`src/rtl/reaction_measure.sv`:
```
// Reaction-time meter: counts whole milliseconds from the go lamp to the first
// button press and presents the result as four BCD digits with status flags.
module reaction_measure #(
  parameter int unsigned TICKS_PER_MS = 50000
) (
  input  logic        clock1,
  input  logic        key,
  input  logic        go,
  input  logic        stop,
  output logic [15:0] time_bcd,
  output logic        done,
  output logic        false_start,
  output logic        timeout
);

  localparam int unsigned PW = (TICKS_PER_MS > 1) ? $clog2(TICKS_PER_MS) : 1;
  localparam logic [PW-1:0] PRESC_MAX = PW'(TICKS_PER_MS - 1);
  localparam logic [15:0] TIME_MAX = 16'h9999;

  typedef enum logic [2:0] {
    S_WAIT,
    S_COUNT,
    S_DONE,
    S_FOUL,
    S_TMO
  } state_t;

  state_t        r_state;
  state_t        w_state_nxt;
  logic          r_stop_q;
  logic [PW-1:0] r_presc;
  logic [PW-1:0] w_presc_nxt;
  logic [15:0]   r_time;
  logic [15:0]   w_time_nxt;
  logic          r_done;
  logic          r_false_start;
  logic          r_timeout;
  logic          w_press;
  logic          w_wrap;

  assign w_press = stop & ~r_stop_q;
  assign w_wrap  = (r_presc == PRESC_MAX);

  // Four-digit BCD increment; a 9 rolls to 0 and carries upward.
  function automatic logic [15:0] bcd_inc(input logic [15:0] v);
    logic [15:0] r;
    logic        carry;
    r     = v;
    carry = 1'b1;
    for (int i = 0; i < 4; i++) begin
      if (carry) begin
        if (v[4*i +: 4] == 4'd9) begin
          r[4*i +: 4] = 4'd0;
        end else begin
          r[4*i +: 4] = v[4*i +: 4] + 4'd1;
          carry       = 1'b0;
        end
      end
    end
    return r;
  endfunction

  // Next-state, prescaler and time update; terminal states hold everything.
  always_comb begin
    w_state_nxt = r_state;
    w_presc_nxt = r_presc;
    w_time_nxt  = r_time;
    case (r_state)
      S_WAIT: begin
        if (w_press) begin
          w_state_nxt = S_FOUL;
          w_time_nxt  = '0;
        end else if (go) begin
          w_state_nxt = S_COUNT;
          w_presc_nxt = '0;
          w_time_nxt  = '0;
        end
      end
      S_COUNT: begin
        w_presc_nxt = w_wrap ? '0 : r_presc + PW'(1);
        if (w_press) begin
          w_state_nxt = S_DONE;
        end else if (w_wrap) begin
          if (r_time == TIME_MAX) begin
            w_state_nxt = S_TMO;
          end else begin
            w_time_nxt = bcd_inc(r_time);
          end
        end
      end
      default: begin
      end
    endcase
  end

  // State and output registers; key overrides all inputs.
  always_ff @(posedge clock1) begin
    if (key) begin
      r_state       <= S_WAIT;
      r_presc       <= '0;
      r_time        <= '0;
      r_stop_q      <= 1'b1;
      r_done        <= 1'b0;
      r_false_start <= 1'b0;
      r_timeout     <= 1'b0;
    end else begin
      r_state       <= w_state_nxt;
      r_presc       <= w_presc_nxt;
      r_time        <= w_time_nxt;
      r_stop_q      <= stop;
      r_done        <= (w_state_nxt == S_DONE);
      r_false_start <= (w_state_nxt == S_FOUL);
      r_timeout     <= (w_state_nxt == S_TMO);
    end
  end

  assign time_bcd    = r_time;
  assign done        = r_done;
  assign false_start = r_false_start;
  assign timeout     = r_timeout;

endmodule

```
`config.mk`:
```
export PLATFORM = sky130hd
export DESIGN_NAME = reaction_measure
export DESIGN_NICKNAME = d
export VERILOG_FILES = /design/src/rtl/reaction_measure.sv
export SDC_FILE = /design/constraint.sdc
export NUM_CORES = 1
export LEC_CHECK = 0
export CAP_MARGIN = 20
export CORE_ASPECT_RATIO = 1.2
export CORE_MARGIN = 10
export CORE_UTILIZATION = 55
export DETAILED_ROUTE_END_ITERATION = 8
export PLACE_DENSITY = 0.78
export SLEW_MARGIN = 25
export SYNTH_ARGS = -nofsm -noshare
export SYNTH_HDL_FRONTEND = slang
export SYNTH_SLANG_ARGS = --single-unit
```
`constraint.sdc`:
```
create_clock -name clock1 -period 3.75 [get_ports clock1]
set_input_delay 0.75 -clock clock1 [delete_from_list [all_inputs] [get_ports clock1]]
set_output_delay 0.75 -clock clock1 [all_outputs]
set_load 0.01 [all_outputs]
```
==> impl_metrics.prom, run 1 <==
# TYPE chip_impl_metric gauge
chip_impl_info{name="outcome",value="completed"} 1
chip_impl_metric{name="power.static_leakage",unit="nW"} 0.8345
chip_impl_metric{name="critical_path_cell_count",unit=""} 6
chip_impl_metric{name="drt_pre_antenna_iters",unit=""} 4
chip_impl_metric{name="drt-total-wl",unit="mm"} 5.083
chip_impl_metric{name="cp.buffers_inverters",unit=""} 1
chip_impl_metric{name="synth_enable_flop_cells",unit=""} 0
chip_impl_metric{name="fin_nets",unit=""} 287
chip_impl_metric{name="max_freq",unit="GHz"} 0.4021
chip_impl_metric{name="die-height",unit="um"} 89.47
chip_impl_metric{name="initial_core_utilization",unit="%"} 56.58
chip_impl_metric{name="synth_async_sr_flop_share",unit="%"} 0
chip_impl_metric{name="synth.yosys.seq_area_share",unit="%"} 35.29
chip_impl_metric{name="post_synth_inst_count",unit=""} 257
chip_impl_info{name="cts_root_buf",value="sky130_fd_sc_hd__clkbuf_8"} 1
chip_impl_info{name="critical_path.endpoint_type",value="flip-flop"} 1
chip_impl_metric{name="postRouteAntennaNets",unit=""} 0
chip_impl_metric{name="timing.critical_path.arrival",unit="ns"} 2.64
chip_impl_info{name="crit_path_cell_trace",value="clkdlybuf4s50_1 > nand2b_1 > a21oi_1 > or2_2 > o21ai_1 > nor2_1"} 1
chip_impl_metric{name="ys_types",unit=""} 53
chip_impl_metric{name="wire_length_of_the_first_global_routing_pass",unit="mm"} 8.914
chip_impl_info{name="delay_heaviest_family_cp",value="compound AO/OA/AOI/OAI gates"} 1
chip_impl_metric{name="grt_max_degree",unit=""} 18
chip_impl_metric{name="post_cts.resized_instances",unit=""} 0
chip_impl_info{name="critPathKind",value="input pin to flip-flop"} 1
chip_impl_metric{name="gp_routability_congestion",unit=""} 0.9039
chip_impl_metric{name="timing.clock.skew",unit="ns"} 0.007125
chip_impl_metric{name="first_iter_violations",unit=""} 184
chip_impl_metric{name="hpwlAfterDp",unit="mm"} 3.687
chip_impl_metric{name="total_die_area",unit="um2"} 6969
chip_impl_metric{name="grt_pass1_vias",unit=""} 1921
chip_impl_metric{name="port-buffer-count",unit=""} 22
chip_impl_metric{name="power.density_cell_area",unit="nW/um2"} 342.2
chip_impl_info{name="critical_path.startpoint_type",value="input pin"} 1
chip_impl_metric{name="post-place-ws",unit="ns"} 0.9286
chip_impl_metric{name="syn-num-nets",unit=""} 270
chip_impl_metric{name="timing.max_cap.violations",unit=""} 0
chip_impl_metric{name="post-cts-setup-buffers",unit=""} 0
chip_impl_metric{name="cts_htree_levels",unit=""} 2
chip_impl_info{name="min_path_type",value="flip-flop to flip-flop"} 1
chip_impl_metric{name="routed_wire_length_per_instance",unit="um"} 15.45
chip_impl_metric{name="worst_hold_path.num_cells",unit=""} 1
chip_impl_metric{name="relSlewSlack",unit="%"} 41.71
chip_impl_metric{name="antenna_cells",unit=""} 0
chip_impl_metric{name="worst-endpoint-required",unit="ns"} 3.90
chip_impl_metric{name="global_route.usage.total",unit="%"} 15.49
chip_impl_metric{name="ys.warnings.count",unit=""} 0
chip_impl_metric{name="rows",unit=""} 25
chip_impl_info{name="top_flip_flop_cell_by_instance_count_after_synthesis",value="sky130_fd_sc_hd__dfxtp_1"} 1
chip_impl_metric{name="i_o_pins",unit=""} 23
chip_impl_metric{name="final_hold_viol_count",unit=""} 0
chip_impl_metric{name="avgViaCountPerCell",unit=""} 5.888
chip_impl_metric{name="number_of_max_slew_violations_in_the_final_report",unit=""} 0
chip_impl_metric{name="postCtsHoldBufs",unit=""} 0
chip_impl_metric{name="timing.final.crit_share",unit="%"} 66.32
chip_impl_metric{name="chipWidth",unit="um"} 77.90
chip_impl_metric{name="crit_path_max_fanout",unit=""} 13
chip_impl_metric{name="post_synth.cell_area_avg",unit="um2"} 8.607
chip_impl_metric{name="slowest_delay",unit="ns"} 0.70
chip_impl_metric{name="number_of_buffers_created_by_cts",unit=""} 5
chip_impl_metric{name="grt.overflow.total",unit=""} 0
chip_impl_metric{name="clk-insertion-delay-late",unit="ns"} 0.30
chip_impl_metric{name="ff2ff_path_depth",unit=""} 6
chip_impl_metric{name="via_count",unit=""} 1937
chip_impl_metric{name="worst_margin_slew",unit="ns"} 0.8685
chip_impl_metric{name="final.setup.tns",unit="ns"} 0
chip_impl_metric{name="finalHoldWorstSlack",unit="ns"} 0.5103
chip_impl_metric{name="detailed_place.area",unit="um2"} 2421
chip_impl_metric{name="ys_seq_elements",unit=""} 39
chip_impl_metric{name="clkSlewWorstSetupHoldPaths",unit="ns"} 0.08
chip_impl_info{name="tritoncts",value="built"} 1
chip_impl_metric{name="antenna_found_initial",unit=""} 0
chip_impl_metric{name="setup_ws",unit="ns"} 1.263
chip_impl_metric{name="postLayoutCoreUtil",unit="%"} 64.58
chip_impl_metric{name="fin_crit",unit="ns"} 2.487
chip_impl_metric{name="cts.sink_count",unit=""} 39
chip_impl_metric{name="placeableCoreArea",unit="um2"} 3910
chip_impl_metric{name="post_synth_instance_area",unit="um2"} 2212
chip_impl_metric{name="syn2layout_area_growth",unit="%"} 14.14
chip_impl_metric{name="timing.final.setup_violations",unit=""} 0
chip_impl_metric{name="cell_area_after_layout",unit="um2"} 2525
chip_impl_metric{name="cts-root-to-sink-buffers",unit=""} 2
chip_impl_metric{name="drc",unit=""} 0
chip_impl_metric{name="worst_ir_drop_vdd",unit="mV"} 0.2712
chip_impl_metric{name="post_route_cells_drive_above_1_share",unit="%"} 9.091
chip_impl_info{name="critical_path.slowest_cell",value="sky130_fd_sc_hd__o21ai_1"} 1
chip_impl_info{name="unrepaired_setup_endpoints_after_global_routing",value="no"} 1
## synthesized netlist by cell type, types with 2 or more instances
cell type                  instances  share of area (%)
sky130_fd_sc_hd__and3b_1           4                1.6
sky130_fd_sc_hd__dfxtp_1          39                 35
sky130_fd_sc_hd__or4_1             3                1.0
sky130_fd_sc_hd__a21oi_1          11                2.5
sky130_fd_sc_hd__nor2b_1           3               0.85
sky130_fd_sc_hd__nor2_1           25                4.2
sky130_fd_sc_hd__a31o_2            2               0.79
sky130_fd_sc_hd__nor4_1           10                2.8
sky130_fd_sc_hd__inv_1             9                1.5
sky130_fd_sc_hd__and3_1            3               0.85
sky130_fd_sc_hd__and4_1            3                1.2
sky130_fd_sc_hd__nand4_1           6                1.7
sky130_fd_sc_hd__ha_1              9                5.1
sky130_fd_sc_hd__clkbuf_1          5               0.85
sky130_fd_sc_hd__nand2b_1          4                1.1
sky130_fd_sc_hd__a31oi_1           7                2.0
sky130_fd_sc_hd__o21ai_1           2               0.45
sky130_fd_sc_hd__o32ai_1           2               0.79
sky130_fd_sc_hd__or2_2             3               0.85
sky130_fd_sc_hd__buf_4             2               0.68
sky130_fd_sc_hd__xnor2_1          12                4.8
sky130_fd_sc_hd__o21ai_0           2               0.45
sky130_fd_sc_hd__nor3_1            9                2.0
sky130_fd_sc_hd__nand2_1          18                3.1
sky130_fd_sc_hd__nand4b_1          2               0.79
sky130_fd_sc_hd__o211ai_1          5                1.7
sky130_fd_sc_hd__nand3_1          12                2.7
sky130_fd_sc_hd__buf_2             3               0.68
sky130_fd_sc_hd__o41ai_1           6                2.4
sky130_fd_sc_hd__nor3b_1           2               0.68
sky130_fd_sc_hd__buf_6             4                2.0
sky130_fd_sc_hd__nand3b_1          4                1.4
sky130_fd_sc_hd__or3_1             3               0.85
sky130_fd_sc_hd__a311oi_1          2               0.79
sky130_fd_sc_hd__nor2_2            2               0.57
sky130_fd_sc_hd__a21oi_2           2               0.79
## cells by family (layout without fill, tap and decap cells)
group / Yosys count / count (layout) / share of synthesized area [%]
compound gates: 50 / 50 / 16.40
xor+xnor: 12 / 12 / 4.751
fa+ha+maj: 9 / 9 / 5.091
buf+inv: 23 / 41 / 5.769
flops: 39 / 39 / 35.29
simple gates: 124 / 124 / 32.69
## path summary, 6_finish.rpt
kind	endpoint	start	slack, ns
setup / recovery	r_presc[7]	stop	1.26
hold / removal	r_presc[15]	r_presc[15]	0.51
setup reg to reg	r_presc[7]	r_presc[1]	1.45
hold reg to reg	r_presc[15]	r_presc[15]	0.51
## metal layers
metal	part of all wire, %	routed length [um]	global-route usage [%]	vias up
met5	0	0	0	-
met4	1.4	73	6.525	0
met3	3.9	198	4.024	5
met2	49	2514	27.92	38
met1	45	2296	16.92	903
li1	-	-	-	991
## power breakdown
group          switching [mW]  internal, mW
sequential             0.0126         0.423
clock                   0.151         0.167
combinational          0.0689        0.0410
## through the flow
step                total power, mW  instances
floorplan                    0.5230        257
global placement             0.5526        321
detailed placement           0.5536        321
CTS                          0.8682        329
global route                 0.9057        329
finish                       0.8641        329
## layout by cell type (no fill, tap or decap), drive strengths merged, types with 5 or more instances in the layout
master         count
a31oi              7
dfxtp             39
nand4              6
nor4              10
o211ai             5
a21oi             13
xnor2             12
clkdlybuf4s50     22
ha                 9
nand3             12
nand2             18
inv                9
o41ai              6
nor3              10
nor2              28
clkbuf             7
## state kept, by name, indices dropped and copies added (netlist names)
signal,flops
false_start,1
r_state,3
time_bcd,16
timeout,1
done,1
r_stop_q,1
r_presc,16
## layout make-up
type                       count  area (um2)
tap                           54       67.56
fill                         346        1385
timing repair buffer          24       235.2
clock inverter                 1       7.507
clock buffer                   7       96.34
inverter                       9       33.78
sequential                    39       780.7
multi-input combinational    195        1304
No activity file was read; power rests on OpenSTA's default activity.
==> run 2: changes to the inputs <==
- clock period: 3.75 -> 2.47 ns (I/O delays scaled with it)
==> run 2 against run 1 <==
Compared with the run above: via count is 3.9% higher; die area stayed put; clock-buffer cell count is 1 higher; clock skew is 0.0037 ns lower; critical endpoint is now time_bcd[15]; largest power group unchanged.
==> impl_metrics.prom, run 2 (synthesized netlist as in run 1, its figures left out) <==
# TYPE chip_impl_metric gauge
chip_impl_metric{name="drc",unit=""} 0
chip_impl_info{name="unrepaired_setup_endpoints_after_global_routing",value="no"} 1
chip_impl_metric{name="timing.final.crit_share",unit="%"} 84.56
chip_impl_metric{name="initial_core_utilization",unit="%"} 56.58
chip_impl_metric{name="number_of_buffers_created_by_cts",unit=""} 5
chip_impl_metric{name="gp_routability_congestion",unit=""} 0.8313
chip_impl_info{name="crit-reg2reg-capture",value="time_bcd[15]"} 1
chip_impl_metric{name="max_freq",unit="GHz"} 0.4788
chip_impl_info{name="whs_endpoint",value="r_presc[15]"} 1
chip_impl_metric{name="slowest_delay",unit="ns"} 0.54
chip_impl_metric{name="power.density_cell_area",unit="nW/um2"} 512.2
chip_impl_metric{name="avgViaCountPerCell",unit=""} 5.956
chip_impl_metric{name="via_count",unit=""} 2013
chip_impl_metric{name="antenna_found_initial",unit=""} 0
chip_impl_metric{name="grt_max_degree",unit=""} 17
chip_impl_info{name="critical_path.endpoint_type",value="flip-flop"} 1
chip_impl_metric{name="fin_nets",unit=""} 296
chip_impl_metric{name="final.setup.tns",unit="ns"} 0
chip_impl_metric{name="wire_length_of_the_first_global_routing_pass",unit="mm"} 9.204
chip_impl_metric{name="grt_pass1_vias",unit=""} 1930
chip_impl_info{name="critPathKind",value="flip-flop to flip-flop"} 1
chip_impl_info{name="critical_path.slowest_cell",value="sky130_fd_sc_hd__or4_1"} 1
chip_impl_metric{name="first_iter_violations",unit=""} 137
chip_impl_info{name="hold_path_startpoint",value="r_presc[15]"} 1
chip_impl_metric{name="cts-root-to-sink-buffers",unit=""} 2
chip_impl_metric{name="relSlewSlack",unit="%"} 66.12
chip_impl_metric{name="postLayoutCoreUtil",unit="%"} 66.21
chip_impl_metric{name="power.static_leakage",unit="nW"} 0.8806
chip_impl_metric{name="global_route.usage.total",unit="%"} 16.07
chip_impl_metric{name="finalHoldWorstSlack",unit="ns"} 0.4914
chip_impl_metric{name="hpwlAfterDp",unit="mm"} 3.774
chip_impl_metric{name="rows",unit=""} 25
chip_impl_metric{name="timing.max_cap.violations",unit=""} 0
chip_impl_metric{name="clkSlewWorstSetupHoldPaths",unit="ns"} 0.07
chip_impl_info{name="outcome",value="completed"} 1
chip_impl_metric{name="placedCellCount",unit=""} 330
chip_impl_info{name="tritoncts",value="built"} 1
chip_impl_metric{name="number_of_max_slew_violations_in_the_final_report",unit=""} 0
chip_impl_metric{name="die-height",unit="um"} 89.47
chip_impl_metric{name="post_cts.resized_instances",unit=""} 0
chip_impl_metric{name="total_die_area",unit="um2"} 6969
chip_impl_metric{name="worst_hold_path.num_cells",unit=""} 1
chip_impl_metric{name="postCtsHoldBufs",unit=""} 0
chip_impl_metric{name="port-buffer-count",unit=""} 22
chip_impl_metric{name="cts_htree_levels",unit=""} 2
chip_impl_metric{name="placeableCoreArea",unit="um2"} 3910
chip_impl_metric{name="detailed_place.area",unit="um2"} 2489
chip_impl_metric{name="clk-insertion-delay-late",unit="ns"} 0.29
chip_impl_metric{name="worst_ir_drop_vdd",unit="mV"} 0.3618
chip_impl_metric{name="syn2layout_area_growth",unit="%"} 17.02
chip_impl_metric{name="cp.buffers_inverters",unit=""} 0
chip_impl_metric{name="drt-total-wl",unit="mm"} 5.316
chip_impl_metric{name="crit_path_max_fanout",unit=""} 13
chip_impl_metric{name="fin_crit",unit="ns"} 2.089
chip_impl_info{name="critical_path.startpoint_type",value="flip-flop"} 1
chip_impl_metric{name="post-place-ws",unit="ns"} 0.1327
chip_impl_metric{name="timing.critical_path.arrival",unit="ns"} 2.31
chip_impl_metric{name="antenna_cells",unit=""} 0
chip_impl_metric{name="final_hold_viol_count",unit=""} 0
chip_impl_metric{name="layout.cells.non_filler",unit=""} 338
chip_impl_info{name="cts_root_buf",value="sky130_fd_sc_hd__clkbuf_8"} 1
chip_impl_metric{name="postRouteAntennaNets",unit=""} 0
chip_impl_metric{name="cts.sink_count",unit=""} 39
chip_impl_metric{name="post-cts-setup-buffers",unit=""} 0
chip_impl_info{name="min_path_type",value="flip-flop to flip-flop"} 1
chip_impl_metric{name="totalPowerFinal",unit="mW"} 1.326
chip_impl_info{name="crit_path_cell_trace",value="ha_1 > and3_1 > and4_1 > a21oi_2 > or4_1 > o221ai_1"} 1
chip_impl_metric{name="worst-endpoint-required",unit="ns"} 2.69
chip_impl_metric{name="grt.overflow.total",unit=""} 0
chip_impl_metric{name="ff2ff_path_depth",unit=""} 6
chip_impl_metric{name="worst-r2r-setup-slack",unit="ns"} 0.38
chip_impl_metric{name="drt_pre_antenna_iters",unit=""} 4
chip_impl_metric{name="chipWidth",unit="um"} 77.90
chip_impl_info{name="delay_heaviest_family_cp",value="simple AND/OR/NAND/NOR gates"} 1
chip_impl_metric{name="post_route_cells_drive_above_1_share",unit="%"} 11.62
chip_impl_metric{name="routed_wire_length_per_instance",unit="um"} 15.73
chip_impl_metric{name="timing.final.setup_violations",unit=""} 0
chip_impl_metric{name="i_o_pins",unit=""} 23
chip_impl_metric{name="cell_area_after_layout",unit="um2"} 2589
chip_impl_info{name="layout.cells.most_common",value="sky130_fd_sc_hd__dfxtp_1"} 1
chip_impl_metric{name="timing.clock.skew",unit="ns"} 0.003407
chip_impl_info{name="layout_common_cells",value="39 x sky130_fd_sc_hd__dfxtp_1, 25 x sky130_fd_sc_hd__nor2_1, 22 x sky130_fd_sc_hd__clkdlybuf4s50_1"} 1
chip_impl_metric{name="worst_margin_slew",unit="ns"} 0.5082
chip_impl_metric{name="setup_ws",unit="ns"} 0.3813
chip_impl_info{name="rr_startpoint",value="r_presc[0]"} 1
run 2: cell type report:
type                    instances  area [um2]
inverters                       9       33.78
multi-input cells             195        1304
fillers                       346        1321
repair buffers                 33       302.8
flip-flops and latches         39       780.7
clock buffers                   8       100.1
well taps                      54       67.56
run 2: worst max path at each step:
| stage | end | slack [ns] | from | cells past startpoint |
|---|---|---|---|---|
| 2_1_floorplan | time_bcd[15] | 0.70 | r_presc[0] | 7 |
| 3_3_place_gp | time_bcd[15] | 0.20 | stop | 6 |
| 3_5_place_dp | time_bcd[15] | 0.13 | stop | 6 |
| 4_1_cts | time_bcd[15] | 0.41 | r_presc[0] | 6 |
| 5_1_grt | time_bcd[15] | 0.27 | r_presc[0] | 6 |
| 6_report | time_bcd[15] | 0.38 | r_presc[0] | 6 |
run 2: routing by layer:
metal	wire (um)	global-route usage, %
met5	0	0
met4	65	4.894
met3	246	4.628
met2	2577	27.85
met1	2426	18.84
run 2: power by group:
part	leakage [nW]	total (mW)	internal, mW	switching, mW
Sequential	0.316	0.660	0.642	0.0172
Combinational	0.513	0.189	0.0756	0.114
Clock	0.0515	0.477	0.255	0.222
Total	0.881	1.33	0.973	0.353
run 2: worst register-to-register path, stage by stage, from the launching register on:
cell and delay, ns:
sky130_fd_sc_hd__dfxtp_1 0.40, sky130_fd_sc_hd__ha_1 0.22, sky130_fd_sc_hd__and3_1 0.27, sky130_fd_sc_hd__and4_1 0.32, sky130_fd_sc_hd__a21oi_2 0.18, sky130_fd_sc_hd__or4_1 0.54
sky130_fd_sc_hd__o221ai_1 0.07
==> RTL change 1 (config.mk and constraints of run 2) <==
The parameter `TICKS_PER_MS` goes from 50000 to 200000.
--- a/src/rtl/reaction_measure.sv
+++ b/src/rtl/reaction_measure.sv
@@ -2,5 +2,5 @@
 // button press and presents the result as four BCD digits with status flags.
 module reaction_measure #(
-  parameter int unsigned TICKS_PER_MS = 50000
+  parameter int unsigned TICKS_PER_MS = 200000
 ) (
   input  logic        clock1,
Function: no difference found for any inputs over 10 cycles, from zero or initial values; that may be too few to reach the edited logic, so the function may still have changed.
==> RTL change 1 against run 2 <==
  * Synthesized area rose by 0.23%
  * Routed wire length fell by 5.8%
  * Clock skew rose by 0.0045 ns
  * Critical path type unchanged
  * Highest routed layer unchanged
  * Cell area increased by 2.9%
  * Critical endpoint is now time_bcd[7]$_SDFFE_PP0P_
  * Via count rose by 0.40%
  * Worst setup slack got worse by 0.10 ns
  * Sequential cell count up 2
  * Critical path depth is 1 higher
  * Total power rose by 6.9%
  * Count of clock-buffer cells in the layout down 2
==> RTL change 1: results (changes against run 2) <==
{| class="wikitable"
! Metric !! Value
|-
| Result of the run || complete, no violations (unchanged)
|-
| Number of buffers outside the clock class in the layout || 34 (was 33)
|-
| Clk_skew || 0.00791 ns (was 0.00341 ns)
|-
| Filler cells || 335 (was 346)
|-
| Post-synthesis adder-cell area fraction || 5.08% (was 5.09%)
|-
| DR vias/cell || 5.91 (was 5.96)
|-
| Xor/xnor share of the synthesized area || 4.74% (was 4.75%)
|-
| Hold Path Origin || r_presc[17]$_SDFFE_PP0P_ (was r_presc[15]$_SDFFE_PP0P_)
|-
| Fraction of layout instances using a drive strength above 1 || 10.4% (was 11.6%)
|-
| Actual transition at the worst max-transition pin || 0.775 ns (was 0.508 ns)
|-
| Overall fraction of global-route tracks in use || 14.8% (was 16.1%)
|-
| WL met1 || 2290 um (was 2430 um)
|-
| Largest stage delay on the critical path || 0.51 ns (was 0.54 ns)
|-
| Data arrival time of the worst path || 2.42 ns (was 2.31 ns)
|-
| Sequential cell area || 821 um^2 (was 781 um^2)
|-
| Global routing usage on met2 || 25.7% (was 27.8%)
|-
| Fraction of power consumed by the clock network || 40.2% (was 36.0%)
|-
| Routed WL per cell || 14.6 um (was 15.7 um)
|-
| Combinational Power || 0.000154 W (was 0.000189 W)
|-
| Reported leakage power || 0.928 nW (was 0.881 nW)
|-
| Reg-to-reg slack, setup || 0.28 ns (was 0.38 ns)
|-
| Worst R2R End || time_bcd[7]$_SDFFE_PP0P_ (was time_bcd[15]$_SDFFE_PP0P_)
|-
| Worst reg-to-reg path cell count || 7 (was 6)
|-
| Global-route wire length before repair || 8550 um (was 9200 um)
|-
| Sequential cell count || 41 (was 39)
|-
| Count of cell types in the netlist || 54 (was 53)
|-
| Clock buf count || 6 (was 8)
|-
| Destination of the worst hold path || r_presc[17]$_SDFFE_PP0P_ (was r_presc[15]$_SDFFE_PP0P_)
|-
| Global Route met1 Usage || 16.7% (was 18.8%)
|-
| WL met3 || 243 um (was 246 um)
|-
| Sequential share of the synthesized area || 37.0% (was 35.3%)
|-
| Total met2 wirelength after detailed routing || 2400 um (was 2580 um)
|-
| Post-placement cell count || 334 (was 330)
|-
| Area of combinational cells with multiple inputs || 0.00131 mm^2 (was 0.00130 mm^2)
|-
| Multiplexer share of the synthesized area || 0.508% (was 0%)
|}
RTL change 1: how the worst max path moves through the flow:
| stage | startpoint | to | slack, ns | depth (start not counted) |
|---|---|---|---|---|
| 2_1_floorplan | time_bcd[13]$_SDFFE_PP0P_ | time_bcd[7]$_SDFFE_PP0P_ | 0.47 | 7 |
| 3_3_place_gp | stop | r_presc[12]$_SDFFE_PP0P_ | -0.16 | 6 |
| 3_5_place_dp | go | r_presc[17]$_SDFFE_PP0P_ | -0.01 | 7 |
| 4_1_cts | go | r_presc[17]$_SDFFE_PP0P_ | 0.29 | 7 |
| 5_1_grt | go | r_presc[11]$_SDFFE_PP0P_ | 0.16 | 7 |
| 6_report | r_presc[0]$_SDFFE_PP0P_ | time_bcd[7]$_SDFFE_PP0P_ | 0.28 | 7 |
RTL change 1: worst min-delay path: stages, from the launching register on:
cell and delay, ns:
sky130_fd_sc_hd__dfxtp_1 0.33, sky130_fd_sc_hd__o31ai_1 0.07, sky130_fd_sc_hd__a21oi_1 0.05
==> RTL change 2 (settings of run 2) <==
Without the edit above. Register the inputs `key`, `go` and `stop` before use, without a reset. The logic sees them one clock later.
--- a/src/rtl/reaction_measure.sv
+++ b/src/rtl/reaction_measure.sv
@@ -26,4 +26,14 @@
   } state_t;
 
+  logic key_q;
+  logic go_q;
+  logic stop_q;
+
+  always_ff @(posedge clock1) begin
+    key_q  <= key;
+    go_q   <= go;
+    stop_q <= stop;
+  end
+
   state_t        r_state;
   state_t        w_state_nxt;
@@ -39,5 +49,5 @@
   logic          w_wrap;
 
-  assign w_press = stop & ~r_stop_q;
+  assign w_press = stop_q & ~r_stop_q;
   assign w_wrap  = (r_presc == PRESC_MAX);
 
@@ -71,5 +81,5 @@
           w_state_nxt = S_FOUL;
           w_time_nxt  = '0;
-        end else if (go) begin
+        end else if (go_q) begin
           w_state_nxt = S_COUNT;
           w_presc_nxt = '0;
@@ -96,5 +106,5 @@
   // State and output registers; key overrides all inputs.
   always_ff @(posedge clock1) begin
-    if (key) begin
+    if (key_q) begin
       r_state       <= S_WAIT;
       r_presc       <= '0;
@@ -108,5 +118,5 @@
       r_presc       <= w_presc_nxt;
       r_time        <= w_time_nxt;
-      r_stop_q      <= stop;
+      r_stop_q      <= stop_q;
       r_done        <= (w_state_nxt == S_DONE);
       r_false_start <= (w_state_nxt == S_FOUL);
Behaviour: not the same (a bounded check fails within 4 cycles, from zero or initial values).
==> RTL change 2 against run 2 <==
  * Fmax shrank 9.0%
  * Sequential share of layout area grew 2.2 points
  * Routed wire length shrank 9.2%
  * Total power shrank 0.71%
  * Cell area grew 0.48%
  * Synthesized area shrank 1.6%
  * Sequential cell count grew 3
  * Worst setup slack lost 0.21 ns
==> RTL change 2: results (changes against run 2) <==
{| class="wikitable"
! Metric !! Value
|-
| Max rail drop VDD || 0.000247 V (was 0.000362 V)
|-
| Most area-consuming cells after synthesis || sky130_fd_sc_hd__dfxtp_1 (39%), sky130_fd_sc_hd__ha_1 (5.2%), sky130_fd_sc_hd__nor2_1 (5.0%) (was sky130_fd_sc_hd__dfxtp_1 (35%), sky130_fd_sc_hd__ha_1 (5.1%), sky130_fd_sc_hd__xnor2_1 (4.8%))
|-
| Sequential share of the synthesized area || 38.6% (was 35.3%)
|-
| Synthesized Nets || 266 (was 270)
|-
| Fin worst setup slack || 0.176 ns (was 0.381 ns)
|-
| Final HPWL DP || 3520 um (was 3770 um)
|-
| Number of cells produced by synthesis || 253 (was 257)
|-
| Top post-synthesis cells by count || sky130_fd_sc_hd__dfxtp_1 (42), sky130_fd_sc_hd__nor2_1 (29), sky130_fd_sc_hd__nand2_1 (16), sky130_fd_sc_hd__a21oi_1 (12), sky130_fd_sc_hd__nand3_1 (12) (was sky130_fd_sc_hd__dfxtp_1 (39), sky130_fd_sc_hd__nor2_1 (25), sky130_fd_sc_hd__nand2_1 (18), sky130_fd_sc_hd__nand3_1 (12), sky130_fd_sc_hd__xnor2_1 (12))
|-
| Final wirelength || 4830 um (was 5320 um)
|-
| Global-route wire length before repair || 8540 um (was 9200 um)
|-
| Total placed instance area || 0.00250 mm^2 (was 0.00249 mm^2)
|-
| WL met1 || 2190 um (was 2430 um)
|-
| Reported leakage power || 0.893 nW (was 0.881 nW)
|-
| Result of the run || complete, no violations (unchanged)
|-
| Routed WL per cell || 14.3 um (was 15.7 um)
|-
| Largest stage delay on the critical path || 0.57 ns (was 0.54 ns)
|-
| Post-placement cell count || 329 (was 330)
|-
| Final-layout worst hold slack || 0.471 ns (was 0.491 ns)
|-
| Slew margin rel. || 44.1% (was 66.1%)
|-
| Slowest stage cell on the critical path || sky130_fd_sc_hd__or4b_4 (was sky130_fd_sc_hd__or4_1)
|-
| Drt first-iter violations || 97 (was 137)
|-
| Clock input transition at the sequential cells of the worst setup and hold paths || 0.10 ns (was 0.07 ns)
|-
| Clock latency at the later pin of the worst-skew pair || 0.31 ns (was 0.29 ns)
|-
| WL met3 || 223 um (was 246 um)
|-
| Placer's final routability congestion estimate || 0.894 (was 0.831)
|-
| Fraction of layout instances using a drive strength above 1 || 11.0% (was 11.6%)
|-
| Hold Path Origin || stop_q$_DFF_P_ (was r_presc[15]$_SDFFE_PP0P_)
|-
| Maximum number of pins on one net before global-route repair || 19 (was 17)
|}
RTL change 2: cell types whose count changed after synthesis, moves of 3 or more:
cell                       delta
sky130_fd_sc_hd__or4_1        +5
sky130_fd_sc_hd__a311oi_1     +3
sky130_fd_sc_hd__dfxtp_1      +3
sky130_fd_sc_hd__o211ai_1     -4
sky130_fd_sc_hd__o41ai_1      -3
sky130_fd_sc_hd__nand4_1      -4
sky130_fd_sc_hd__and4_1       -3
sky130_fd_sc_hd__buf_6        -3
sky130_fd_sc_hd__o21ai_0      +7
sky130_fd_sc_hd__clkbuf_1     +3
sky130_fd_sc_hd__nor2_1       +4
RTL change 2: area by class of cell:
| cell class | instances | area (um^2) |
|---|---|---|
| fillers | 343 | 1280 |
| multi-input cells | 192 | 1270 |
| flip-flops and latches | 42 | 841 |
| repair buffers | 33 | 303 |
| clock buffers | 5 | 68.8 |
| well taps | 54 | 67.6 |
| inverters | 8 | 30.0 |
| clock inverters | 3 | 25.0 |
RTL change 2: layer usage:
metal / track usage [%] / vias to the layer above
li1: - / 989
met1: 16.4 / 930
met2: 25.4 / 40
met3: 5.13 / 9
met4: 6.81 / 0
met5: 0 / -
RTL change 2: cells by family (layout without fill, tap and decap cells):
| logic type | count (synthesis) | count (layout) | synth area share [%] |
|---|---|---|---|
| compound gates | 49 | 49 | 14.9 |
| xor+xnor | 11 | 11 | 4.43 |
| fa+ha+maj | 9 | 9 | 5.17 |
| buf+inv | 19 | 49 | 3.74 |
| flops | 42 | 42 | 38.6 |
| mux | 2 | 2 | 0.977 |
| simple gates | 121 | 121 | 32.2 |
RTL change 2: power breakdown:
part | internal (W) | leakage [nW] | switching [W]
registers | 0.000689 | 0.341 | 0.0000133
logic | 0.0000568 | 0.508 | 0.0000903
clock network | 0.000204 | 0.0447 | 0.000263
total | 0.000950 | 0.893 | 0.000367
